--- config.mk ---
export PLATFORM = sky130hd
export DESIGN_NAME = spm_sequencer
export DESIGN_NICKNAME = d
export VERILOG_FILES = /design/src/rtl/spm_pkg.sv /design/src/rtl/spm_seq_piso.sv /design/src/rtl/spm_sequencer.sv
export SDC_FILE = /design/constraint.sdc
export NUM_CORES = 1
export LEC_CHECK = 0
export CELL_PAD_IN_SITES_DETAIL_PLACEMENT = 0
export CELL_PAD_IN_SITES_GLOBAL_PLACEMENT = 1
export CORE_ASPECT_RATIO = 1.75
export CORE_MARGIN = 8
export CORE_UTILIZATION = 30
export CTS_CLUSTER_DIAMETER = 120
export DETAILED_ROUTE_END_ITERATION = 8
export GPL_TIMING_DRIVEN = 1
export PLACE_DENSITY = 0.75
export SLEW_MARGIN = 20
export SYNTH_ARGS = -nofsm -noshare
export SYNTH_HDL_FRONTEND = slang
export SYNTH_SLANG_ARGS = --single-unit
--- constraint.sdc ---
create_clock -name clk -period 2.3 [get_ports clk]
set_input_delay 0.345 -clock clk [delete_from_list [all_inputs] [get_ports clk]]
set_output_delay 0.345 -clock clk [all_outputs]
set_load 0.05 [all_outputs]
--- src/rtl/spm_pkg.sv ---
// Shared types and helpers for the serial-parallel multiplier sequencer.
// Build option: SPM_SEQ_SIGNED_EN (see spm_sequencer.sv).
package spm_pkg;

    typedef enum logic [1:0] {
        IDLE  = 2'd0,
        CLEAR = 2'd1,
        SHIFT = 2'd2,
        DONE  = 2'd3
    } spm_seq_state_t;

    // Counter width able to hold every value from 0 to 2*width+lat inclusive.
    function automatic int spm_cnt_w(input int width, input int lat);
        return $clog2(2 * width + lat + 1);
    endfunction

endpackage

--- src/rtl/spm_seq_piso.sv ---
// Parallel-in / serial-out multiplier register, LSB first.
// On each shift the fill bit enters at the MSB, so after WIDTH shifts the
// LSB already carries the extension bit of the multiplier.
module spm_seq_piso #(
    parameter int WIDTH = 32
) (
    input  logic             clk,
    input  logic             load,
    input  logic [WIDTH-1:0] d,
    input  logic             shift,
    input  logic             fill,
    output logic             lsb
);

    logic [WIDTH-1:0] sr_q;
    logic [WIDTH-1:0] sr_d;

    // Load takes priority over shift; otherwise the register holds.
    always_comb begin
        sr_d = sr_q;
        if (load) begin
            sr_d = d;
        end else if (shift) begin
            sr_d = {fill, sr_q[WIDTH-1:1]};
        end
    end

    // Data-only register: its content is always reloaded before use.
    always_ff @(posedge clk) begin
        sr_q <= sr_d;
    end

    assign lsb = sr_q[0];

endmodule

--- src/rtl/spm_sequencer.sv ---
// Sequencer for a serial-parallel multiplier (spm): latches an operand pair,
// clears the spm, streams the multiplier LSB first (2*WIDTH bits, extended
// with a fill bit) and assembles the 2*WIDTH-bit serial product.
// Build option: define SPM_SEQ_SIGNED_EN to sign-extend the multiplier
// stream (two's-complement product); default is zero fill (unsigned).
module spm_sequencer
    import spm_pkg::*;
#(
    parameter int WIDTH   = 32,
    parameter int SPM_LAT = 1
) (
    input  logic               clk,
    input  logic               rst,
    input  logic               in_valid,
    output logic               in_ready,
    input  logic [WIDTH-1:0]   in_x,
    input  logic [WIDTH-1:0]   in_y,
    output logic [WIDTH-1:0]   spm_x,
    output logic               spm_y,
    output logic               spm_clr,
    input  logic               spm_p,
    output logic               out_valid,
    input  logic               out_ready,
    output logic [2*WIDTH-1:0] out_p
);

    localparam int CNT_W = spm_cnt_w(WIDTH, SPM_LAT);
    localparam logic [CNT_W-1:0] CNT_LAST = CNT_W'(2 * WIDTH + SPM_LAT - 1);
    localparam logic [CNT_W-1:0] CNT_FILL = CNT_W'(WIDTH);
    localparam logic [CNT_W-1:0] CNT_CAP  = CNT_W'(SPM_LAT);

    spm_seq_state_t     state_q, state_d;
    logic [CNT_W-1:0]   cnt_q, cnt_d;
    logic [WIDTH-1:0]   spm_x_q, spm_x_d;
    logic [2*WIDTH-1:0] prod_q, prod_d;
    logic               load;
    logic               shift;
    logic               y_lsb;
    logic               fill_bit;
    logic               accept;

    assign accept = (state_q == IDLE) && in_valid;

`ifdef SPM_SEQ_SIGNED_EN
    logic fill_q, fill_d;

    // Remember the multiplier sign at accept; it extends the serial stream.
    always_comb begin
        fill_d = fill_q;
        if (accept) begin
            fill_d = in_y[WIDTH-1];
        end
    end

    // Sign-bit register, cleared with the rest of the control state.
    always_ff @(posedge clk) begin
        if (rst) begin
            fill_q <= 1'b0;
        end else begin
            fill_q <= fill_d;
        end
    end

    assign fill_bit = fill_q;
`else
    assign fill_bit = 1'b0;
`endif

    spm_seq_piso #(
        .WIDTH(WIDTH)
    ) u_piso (
        .clk  (clk),
        .load (load),
        .d    (in_y),
        .shift(shift),
        .fill (fill_bit),
        .lsb  (y_lsb)
    );

    // Next-state, counter and product-capture logic.
    always_comb begin
        state_d = state_q;
        cnt_d   = cnt_q;
        spm_x_d = spm_x_q;
        prod_d  = prod_q;
        load    = 1'b0;
        shift   = 1'b0;
        unique case (state_q)
            IDLE: begin
                if (in_valid) begin
                    spm_x_d = in_x;
                    load    = 1'b1;
                    state_d = CLEAR;
                end
            end
            CLEAR: begin
                cnt_d   = '0;
                state_d = SHIFT;
            end
            SHIFT: begin
                shift = 1'b1;
                // The first SPM_LAT samples predate product bit 0.
                if (cnt_q >= CNT_CAP) begin
                    prod_d = {spm_p, prod_q[2*WIDTH-1:1]};
                end
                if (cnt_q == CNT_LAST) begin
                    state_d = DONE;
                end else begin
                    cnt_d = cnt_q + 1'b1;
                end
            end
            DONE: begin
                if (out_ready) begin
                    state_d = IDLE;
                end
            end
            default: state_d = IDLE;
        endcase
    end

    // State, counter and output registers with synchronous reset.
    always_ff @(posedge clk) begin
        if (rst) begin
            state_q <= IDLE;
            cnt_q   <= '0;
            spm_x_q <= '0;
            prod_q  <= '0;
        end else begin
            state_q <= state_d;
            cnt_q   <= cnt_d;
            spm_x_q <= spm_x_d;
            prod_q  <= prod_d;
        end
    end

    assign in_ready  = (state_q == IDLE);
    assign spm_clr   = (state_q == CLEAR);
    assign out_valid = (state_q == DONE);
    assign spm_x     = spm_x_q;
    assign out_p     = prod_q;
    assign spm_y     = (state_q != SHIFT) ? 1'b0 :
                       (cnt_q < CNT_FILL)  ? y_lsb : fill_bit;

endmodule

==> impl_results.md, run 1 <==
* Outcome: complete, no violations
* CP endpoint kind: output pin
* Die area at 22000 sq um
* Hold path cells at 3
* Core ar. at 16900 sq um
* CP Class: reg2out
* Post-DP HPWL at 10000 um
* Ys flop type: dfxtp_1
* Syn Inst Count at 618
* Post-synth top area share at 0.404
* Final hold violations at 0
* Largest net degree at the start of global routing at 105
* Final std cells w/o fill at 1015
* Power Density at 1050 nW/um^2
* Routed wire length at roughly 14000 um
* Worst-Skew Late Latency at 0.41 ns
* Peak supply drop at 583 uV
* Crit share post-route at 0.950
* First-pass GRT wire length at approximately 23000 um
* Crit path max fanout at 4
* Hold Path Class: in2reg
* Post-synth ARST share at 0
* Fin. max-slew vios at 0
* Port Buffers at 168
* Lkg Pwr at 2.80 nW
* ANT cells at 0
* Cells along the critical path: ha_1 -> clkdlybuf4s50_1
* YS warnings at 0
* Wirelength per Cell at 14.1 um
* Layout cells sized above 1 at 0.0622
* Clock Path Buffers at 2
* Initial core utilization at 0.307
* Post-synth top cells: nand2_1 (291), dfxtp_1 (105), a21oi_1 (99)
* R2r setup slk at 0.29 ns
* Die Y-Extent at 190 um
* Placed Cells at roughly 980
* Worst Tran Pin Value at roughly 0.58 ns
* RSZ-0062 raised after global routing: no
* Initial antenna violation count at 0
* Sink Count at 137
* Relative slew slack at 0.612
* Syn Nets at 694
* Vias in the first global route at 4754
* Routability cong. at 0.719
* H-tree depth at 4
* Drt first-iter violations at between 200 and 250
* Number of max-cap violations at 0
* Most frequent cell after synthesis: nand2_1
* Sequential share of the synthesized area at 0.589
* Seq cells post-synth at about 140
* Post-synthesis average cell area at 8.41 sq um
* Clock-pin slew on the worst setup and hold paths at 0.06 ns
* Die X at between 100 and 150 um
* CTS tree: yes
* Fillers at 1663
* Vias at 4660
* Synthesized cell area at 5200 sq um
* Fmax at 458 MHz
* Skew final at 0.0113 ns
* Root Driver: clkbuf_16
* WP data required at 1.96 ns
* Leading post-synthesis cells by cell area: dfxtp_1 (40%), nand2_1 (21%), edfxtp_1 (18%)
* Max incr delay on CP at 0.83 ns
* Arr. time, crit path at between 1.5 and 2 ns
* GRT Total Usage at 0.130
* Reg2Reg Depth at 7
* Cell variety after synth at 34
* Post-synth top area cell: dfxtp_1
* Num CTS Buffers at 17
* Setup Fix Bufs, Post-CTS at 0
* Number of synthesized flops with an enable pin at 32
* First-pass DRT Iterations at 4
* Total negative slack at 0 ns
* Crit start category: register
* Mean number of vias per cell at 4.59
* Critical path's slowest cell: clkdlybuf4s50_1
* Number of top-level pins at 169
* Syn-to-layout area delta at 48.2%
* Shortest period the worst path allows at 2.18 ns
* Final setup violation count at 0
* Gr ovfl total at 0
* Remaining DRCs at 0
* FP Rows at 63
* Nets at 851
* Final ANT Viol Nets at 0
[kinds of logic after synthesis]
logic type	after synthesis	share of synthesized area
compound gates	114	0.118
xor+xnor	2	0.00337
flops	137	0.589
fa+ha+maj	7	0.0168
buf+inv	45	0.0385
simple gates	313	0.234
[metrics by stage]
| stage | hold slack [ns] | instance area [sq um] | setup WS [ns] | power [mW] | util |
|---|---|---|---|---|---|
| after floorplan | 0.481 | 5200 | 0.0276 | 4.71 | - |
| after detailed placement | 0.447 | 7120 | 0.293 | 5.52 | 0.420 |
| after CTS | 0.454 | 7710 | 0.0960 | 8.24 | 0.455 |
| after global routing | 0.455 | 7710 | 0.0593 | 8.54 | 0.455 |
| after global placement | 0.442 | 7120 | 0.375 | 5.44 | 0.420 |
| final | 0.427 | 7710 | 0.116 | 8.11 | 0.455 |
[critical path: cells and delay by family (launching register included)]
family,cells,cell delay [ns]
fa+ha+maj,1,0.23
flops,1,0.38
buf+inv,1,0.83
[flip-flops by register name, summed over array words and instances (netlist names)]
signal,count
cnt_q,7
u_piso.sr_q,32
out_p,64
state_q,2
spm_x,32
[where the power goes]
part,internal (mW),switching [mW]
clock network,1.57,1.11
logic,0.727,1.46
registers,3.07,0.162
total,5.37,2.74
[cell usage in the layout, fill, tap and decap left out, types with 2 or more instances in the layout]
| cell type | instances |
|---|---|
| dfxtp_1 | 105 |
| inv_6 | 7 |
| or4_1 | 2 |
| o21ai_0 | 3 |
| a311oi_1 | 2 |
| nand2_2 | 2 |
| a21oi_1 | 99 |
| ha_1 | 7 |
| clkdlybuf4s50_1 | 164 |
| xnor2_1 | 2 |
| and3_1 | 2 |
| buf_4 | 6 |
| clkinv_4 | 2 |
| dlygate4sd2_1 | 2 |
| a41oi_1 | 2 |
| clkbuf_8 | 2 |
| nor2_1 | 8 |
| buf_12 | 5 |
| edfxtp_1 | 32 |
| clkinvlp_4 | 3 |
| nand2_1 | 289 |
| inv_1 | 6 |
| clkbuf_16 | 17 |
[routing by layer]
layer,global-route usage,up-vias,share of wire
li1,-,2324,-
met1,0.135,2174,0.40
met2,0.222,145,0.50
met3,0.0549,17,0.084
met4,0.0569,0,0.022
met5,0,-,0
[path summary, 6_finish.rpt]
| kind | start | end |
|---|---|---|
| worst min-delay path | rst | spm_x[25] |
| worst min register to register | spm_x[0] | spm_x[0] |
| worst max register to register | cnt_q[1] | out_p[27] |
| worst max-delay path | state_q[1] | out_valid |
[cell type report]
cell class / instances / area [sq um] / area share
Sequential cell: 137 / 3060 / 0.397
Multi-Input combinational cell: 436 / 1950 / 0.253
Timing Repair Buffer: 177 / 1800 / 0.234
Clock buffer: 19 / 453 / 0.0588
Tap cell: 227 / 284 / 0.0369
Clock inverter: 13 / 131 / 0.0170
Inverter: 6 / 22.5 / 0.00292
[timing repair]
| item | 4_1_cts | 5_1_grt |
|---|---|---|
| setup endpoints to repair | 3 | 0 |
| hold buffers | 0 | 0 |
| resized for setup | 3 | 0 |
Note: power is estimated with default switching activity, not from simulation.
==> inputs of run 2 (changes only) <==
--- a/config.mk
+++ b/config.mk
@@ -7,13 +7,13 @@
 export LEC_CHECK = 0
 export CELL_PAD_IN_SITES_DETAIL_PLACEMENT = 0
 export CELL_PAD_IN_SITES_GLOBAL_PLACEMENT = 1
-export CORE_ASPECT_RATIO = 1.75
+export CORE_ASPECT_RATIO = 1.1
 export CORE_MARGIN = 8
-export CORE_UTILIZATION = 30
+export CORE_UTILIZATION = 36
 export CTS_CLUSTER_DIAMETER = 120
 export DETAILED_ROUTE_END_ITERATION = 8
 export GPL_TIMING_DRIVEN = 1
-export PLACE_DENSITY = 0.75
+export PLACE_DENSITY = 0.84
 export SLEW_MARGIN = 20
 export SYNTH_ARGS = -nofsm -noshare
 export SYNTH_HDL_FRONTEND = slang
==> constraint.sdc (replaced) <==
create_clock -name clk -period 2.55 [get_ports clk]
set_input_delay 0.3825 -clock clk [delete_from_list [all_inputs] [get_ports clk]]
set_output_delay 0.3825 -clock clk [all_outputs]
set_load 0.05 [all_outputs]
==> run 2 against run 1 <==
Against the previous run: critical path type unchanged; core utilization grew 7.9 points; register-to-register slack gained 0.29 ns; die area shrank 16%; largest power group unchanged; clock power shrank 9.3%; first-iteration DRC count grew 63%.
==> impl_results.md, run 2 (synthesis gave the netlist of run 1 again) <==
* Outcome: complete, no violations
* Critical path's slowest cell: clkdlybuf4s50_1
* Setup Fix Bufs, Post-CTS at 0
* Initial antenna violation count at 0
* Clock-pin slew on the worst setup and hold paths at 0.06 ns
* Routability cong. at 0.733
* Peak supply drop at 579 uV
* Post_cts resized at 0
* Max reg flops at 64
* Layout cells sized above 1 at 0.0561
* Fin. max-slew vios at 0
* First-pass DRT Iterations at 4
* Area after DPL at 7020 sq um
* Tot Pwr at roughly 7.3 mW
* WL met2 at 6060 um
* Mean number of vias per cell at 4.63
* Hold Path Class: in2reg
* Initial core utilization at 0.364
* First-pass GRT wire length at around 21000 um
* Finished Core Util at 0.533
* Die area at approximately 19000 sq um
* Leading cell type in the layout, fill and taps excluded: nand2_1
* Remaining DRCs at 0
* CTS tree: yes
* Num CTS Buffers at 17
* Shortest period the worst path allows at 2.33 ns
* Final setup violation count at 0
* Largest net degree at the start of global routing at 65
* Vias at ~4500
* WL met3 at roughly 1400 um
* Wirelength per Cell at 13.8 um
* Max incr delay on CP at roughly 0.85 ns
* Worst path top cell family by delay: buffers and inverters
* Die Y-Extent at 142 um
* Final ANT Viol Nets at 0
* Fillers at 1380
* Vias in the first global route at 4303
* Crit start category: register
* WP data required at 2.17 ns
* Fin Hold WS at 0.447 ns
* Relative slew slack at 0.502
* Crit share post-route at 0.912
* Root Driver: clkbuf_16
* Final hold violations at 0
* Die X at around 130 um
* Number of max-cap violations at 0
* CP Class: reg2out
* Commonest cells after routing, fill and taps aside: nand2_1 (289), clkdlybuf4s50_1 (166), dfxtp_1 (105)
* Placed Cells at 945
* Final std cells w/o fill at just under 1000
* CP endpoint kind: output pin
* Arr. time, crit path at 1.94 ns
* FP Rows at 46
* Uppermost layer routed: met4
* Pre-CTS setup slack at 0.406 ns
* H-tree depth at 4
* Skew final at 0.00593 ns
* Number of top-level pins at 169
* Port Buffers at 168
* Worst-Skew Late Latency at slightly above 0.4 ns
* Worst Tran Pin Value at approximately 0.74 ns
* Drt first-iter violations at 335
* Routed wire length at 13500 um
* Clock Path Buffers at 2
* ANT cells at 0
* RSZ-0062 raised after global routing: no
* Sink Count at between 100 and 150
* Metal-1 WL at a little under 6000 um
* Fmax at 430 MHz
* Cells along the critical path: inv_1 -> ha_1 -> clkdlybuf4s50_1
* Post-DP HPWL at 9220 um
* Core ar. at approximately 14000 sq um
* CP Buf/Inv Count at 2
* Nets at ~850
* Gr ovfl total at 0
* GRT Total Usage at 0.144
* Final setup margin at 0.224 ns
* Total negative slack at 0 ns
* Power Density at 952 nW/um^2
* Final Cell Area at 7610 sq um
* Syn-to-layout area delta at 46.4%
* Crit path max fanout at 5
* Lkg Pwr at 2.78 nW
* CTS Hold Bufs at 0
==> run 2: changes by cell type in the layout (fill, tap and decap cells not counted), moves of 2 or more <==
| cell | change |
|---|---|
| inv_6 | -4 |
| buf_12 | -3 |
| clkinv_2 | +3 |
| clkbuf_8 | -2 |
| clkdlybuf4s50_1 | +2 |
| dlygate4sd2_1 | -2 |
==> run 2: final timing paths <==
kind	startpoint	slack (ns)	endpoint	cells past startpoint
setup / recovery	state_q[0]	0.22	in_ready	3
hold / removal	rst	0.45	out_p[25]	2
hold reg to reg	spm_x[1]	0.45	spm_x[1]	2
setup reg to reg	state_q[0]	0.58	u_piso.sr_q[6]	5
==> run 2: power breakdown <==
part	internal [mW]	switching (mW)	total (mW)	leakage [nW]
clock	1.50	0.939	2.44	0.288
sequential	2.77	0.144	2.92	1.16
combinational	0.606	1.29	1.90	1.33
total	4.88	2.37	7.25	2.78
==> run 2: layout make-up <==
type | count | area, sq um | share of cell area
multi-input combinational | 436 | 1950 | 0.256
inverter | 6 | 22.5 | 0.00296
tap | 192 | 240 | 0.0316
clock inverter | 13 | 140 | 0.0184
clock buffer | 18 | 450 | 0.0592
sequential | 137 | 3060 | 0.402
timing repair buffer | 174 | 1750 | 0.229
==> run 2: routing by layer <==
layer | global-route usage | vias up
met5 | 0 | -
met4 | 0.0617 | 0
met3 | 0.0667 | 9
met2 | 0.214 | 143
met1 | 0.173 | 2042
li1 | - | 2326
==> inputs of run 3 (changes only) <==
--- a/config.mk
+++ b/config.mk
@@ -9,11 +9,11 @@
 export CELL_PAD_IN_SITES_GLOBAL_PLACEMENT = 1
 export CORE_ASPECT_RATIO = 1.1
 export CORE_MARGIN = 8
-export CORE_UTILIZATION = 36
+export CORE_UTILIZATION = 33
 export CTS_CLUSTER_DIAMETER = 120
 export DETAILED_ROUTE_END_ITERATION = 8
 export GPL_TIMING_DRIVEN = 1
-export PLACE_DENSITY = 0.84
+export PLACE_DENSITY = 0.78
 export SLEW_MARGIN = 20
 export SYNTH_ARGS = -nofsm -noshare
 export SYNTH_HDL_FRONTEND = slang
==> constraint.sdc (replaced) <==
create_clock -name clk -period 2.15 [get_ports clk]
set_input_delay 0.5375 -clock clk [delete_from_list [all_inputs] [get_ports clk]]
set_output_delay 0.5375 -clock clk [all_outputs]
set_load 0.05 [all_outputs]
==> run 3 against run 2 <==
Against the previous run: setup slack got worse by 0.19 ns; cell area increased by 2.5%; count of clock-buffer cells in the layout is the same; largest power group unchanged; critical endpoint is now spm_x[4]; sequential share of layout area shrank 0.99 points; total power is 24% higher; hold slack improved by 0.0021 ns; core utilization down 3.2 points; die area up 8.0%; critical path depth is 2 lower.
==> impl_results.md, run 3 (synthesis gave the netlist of run 1 again) <==
* Drt first-iter violations at 244
* Die area at 20000 sq um
* Final Cell Area at around 8000 sq um
* Final hold violations at 0
* Root Driver: clkbuf_16
* R2R Path Start: cnt_q[1]
* R2r setup slk at between 0.2 and 0.25 ns
* Die Y-Extent at 148 um
* Crit share post-route at 0.985
* Hold Path Sink: spm_x[14]
* Worst path top cell family by delay: buffers and inverters
* Num CTS Buffers at 17
* Routability cong. at 0.759
* Clock-pin slew on the worst setup and hold paths at about 0.060 ns
* Tot Pwr at 9.02 mW
* Reg2Reg Depth at 7
* CP startpoint: spm_x[4]
* Leading cell type in the layout, fill and taps excluded: nand2_1
* Nets at 852
* Mean number of vias per cell at 4.66
* Initial core utilization at 0.334
* RSZ-0062 raised after global routing: no
* Final ANT Viol Nets at 0
* Worst Tran Pin Value at 0.548 ns
* Vias in the first global route at roughly 4500
* Initial antenna violation count at 0
* Fmax at 472 MHz
* H-tree depth at 4
* Max reg flops at 64
* Vias at 4611
* ANT cells at 0
* Core ar. at about 16000 sq um
* Final setup violation count at 0
* Layout cells sized above 1 at 0.0735
* Wirelength per Cell at 13.9 um
* Skew final at between 0.01 and 0.015 ns
* Worst-Skew Late Latency at 0.42 ns
* Shortest period the worst path allows at between 2 and 2.5 ns
* Crit start category: register
* Critical path's slowest cell: clkdlybuf4s50_1
* Number of max-cap violations at 0
* Setup Fix Bufs, Post-CTS at 0
* Die X at 136 um
* Fin Hold WS at 0.449 ns
* Fin. max-slew vios at 0
* First-pass GRT wire length at approximately 22000 um
* Routed wire length at 13700 um
* Hold path cells at 2
* Gr ovfl total at 0
* Post-DP HPWL at 9550 um
* Lkg Pwr at 3.64 nW
* Cells along the critical path: clkdlybuf4s50_1
* Sink Count at 137
* CTS tree: yes
* Relative slew slack at 0.634
* Clock Path Buffers at 2
* Peak supply drop at 719 uV
* Largest net degree at the start of global routing at 65
* CP endpoint kind: output pin
* Fillers at ~1500
* Remaining DRCs at 0
* Power Density at 1160 nW/um^2
* Max incr delay on CP at between 0.8 and 0.9 ns
* CP Class: reg2out
* CTS Hold Bufs at 0
* Area after DPL at 7110 sq um
* Port Buffers at 168
* Crit path max fanout at 2
* Commonest cells after routing, fill and taps aside: nand2_1 (289), dfxtp_1 (105), a21oi_1 (99)
* WP data required at 1.61 ns
* Total negative slack at 0 ns
* GRT Total Usage at 0.138
* Reg-to-Reg End: out_p[29]
* Arr. time, crit path at 1.58 ns
* Outcome: complete, no violations
* Number of top-level pins at around 170
* FP Rows at 48
* Hold Path Class: reg2reg
* Hold_sp: spm_x[14]
* CP Buf/Inv Count at 1
* Syn-to-layout area delta at 50.1%
* First-pass DRT Iterations at 4
## run 3: changes by cell type in the layout (fill, tap and decap cells not counted), moves of 2 or more
cell	change
clkdlybuf4s50_1	-85
dlygate4sd2_1	+48
dlymetal6s2s_1	+31
buf_12	+5
buf_4	+5
clkinv_2	-3
clkinv_4	+3
bufinv_16	+2
clkinvlp_4	-2
## run 3: what timing repair did
action / CTS / global route
pin swaps: 0 / 0
setup endpoints to repair: 49 / 32
endpoints found under the hold margin: 0 / 0
resized for setup: 50 / 32
gates cloned: 0 / 0
## run 3: cell type report
class / count / area [sq um] / share of cell area
inverters: 6 / 22.5 / 0.00289
clock inverters: 14 / 210 / 0.0269
well taps: 200 / 250 / 0.0321
multi-input cells: 436 / 1970 / 0.252
flip-flops and latches: 137 / 3060 / 0.392
clock buffers: 18 / 450 / 0.0577
repair buffers: 178 / 1840 / 0.236
## run 3: worst max-delay path by stage
stage	endpoint	slack (ns)	cells past startpoint
final	spm_x[4]	0.03	1
after global routing	out_p[27]	0.001	1
after CTS	out_p[3]	0.00007	1
after detailed placement	u_piso.sr_q[8]	0.22	3
after global placement	u_piso.sr_q[15]	0.27	3
after floorplan	u_piso.sr_q[0]	0.04	5
## run 3: power by group
group | switching (mW) | internal (mW) | total, mW
combinational | 1.56 | 0.799 | 2.36
clock | 1.17 | 2.04 | 3.21
sequential | 0.167 | 3.28 | 3.45
total | 2.90 | 6.12 | 9.02
## run 3: layer usage
metal	track usage	up-vias	part of all wire
met5	0	-	0
met4	0.0650	0	0.015
met3	0.0625	13	0.11
met2	0.203	159	0.44
met1	0.166	2106	0.43
li1	-	2333	-
## run 3: per-stage QoR
step,utilization,cells,setup WS [ns]
after floorplan,-,618,0.0418
final,0.502,989,0.0330
after global routing,0.502,989,0.00108
after detailed placement,0.457,957,0.219
after global placement,0.457,957,0.269
after CTS,0.497,989,0.0000683
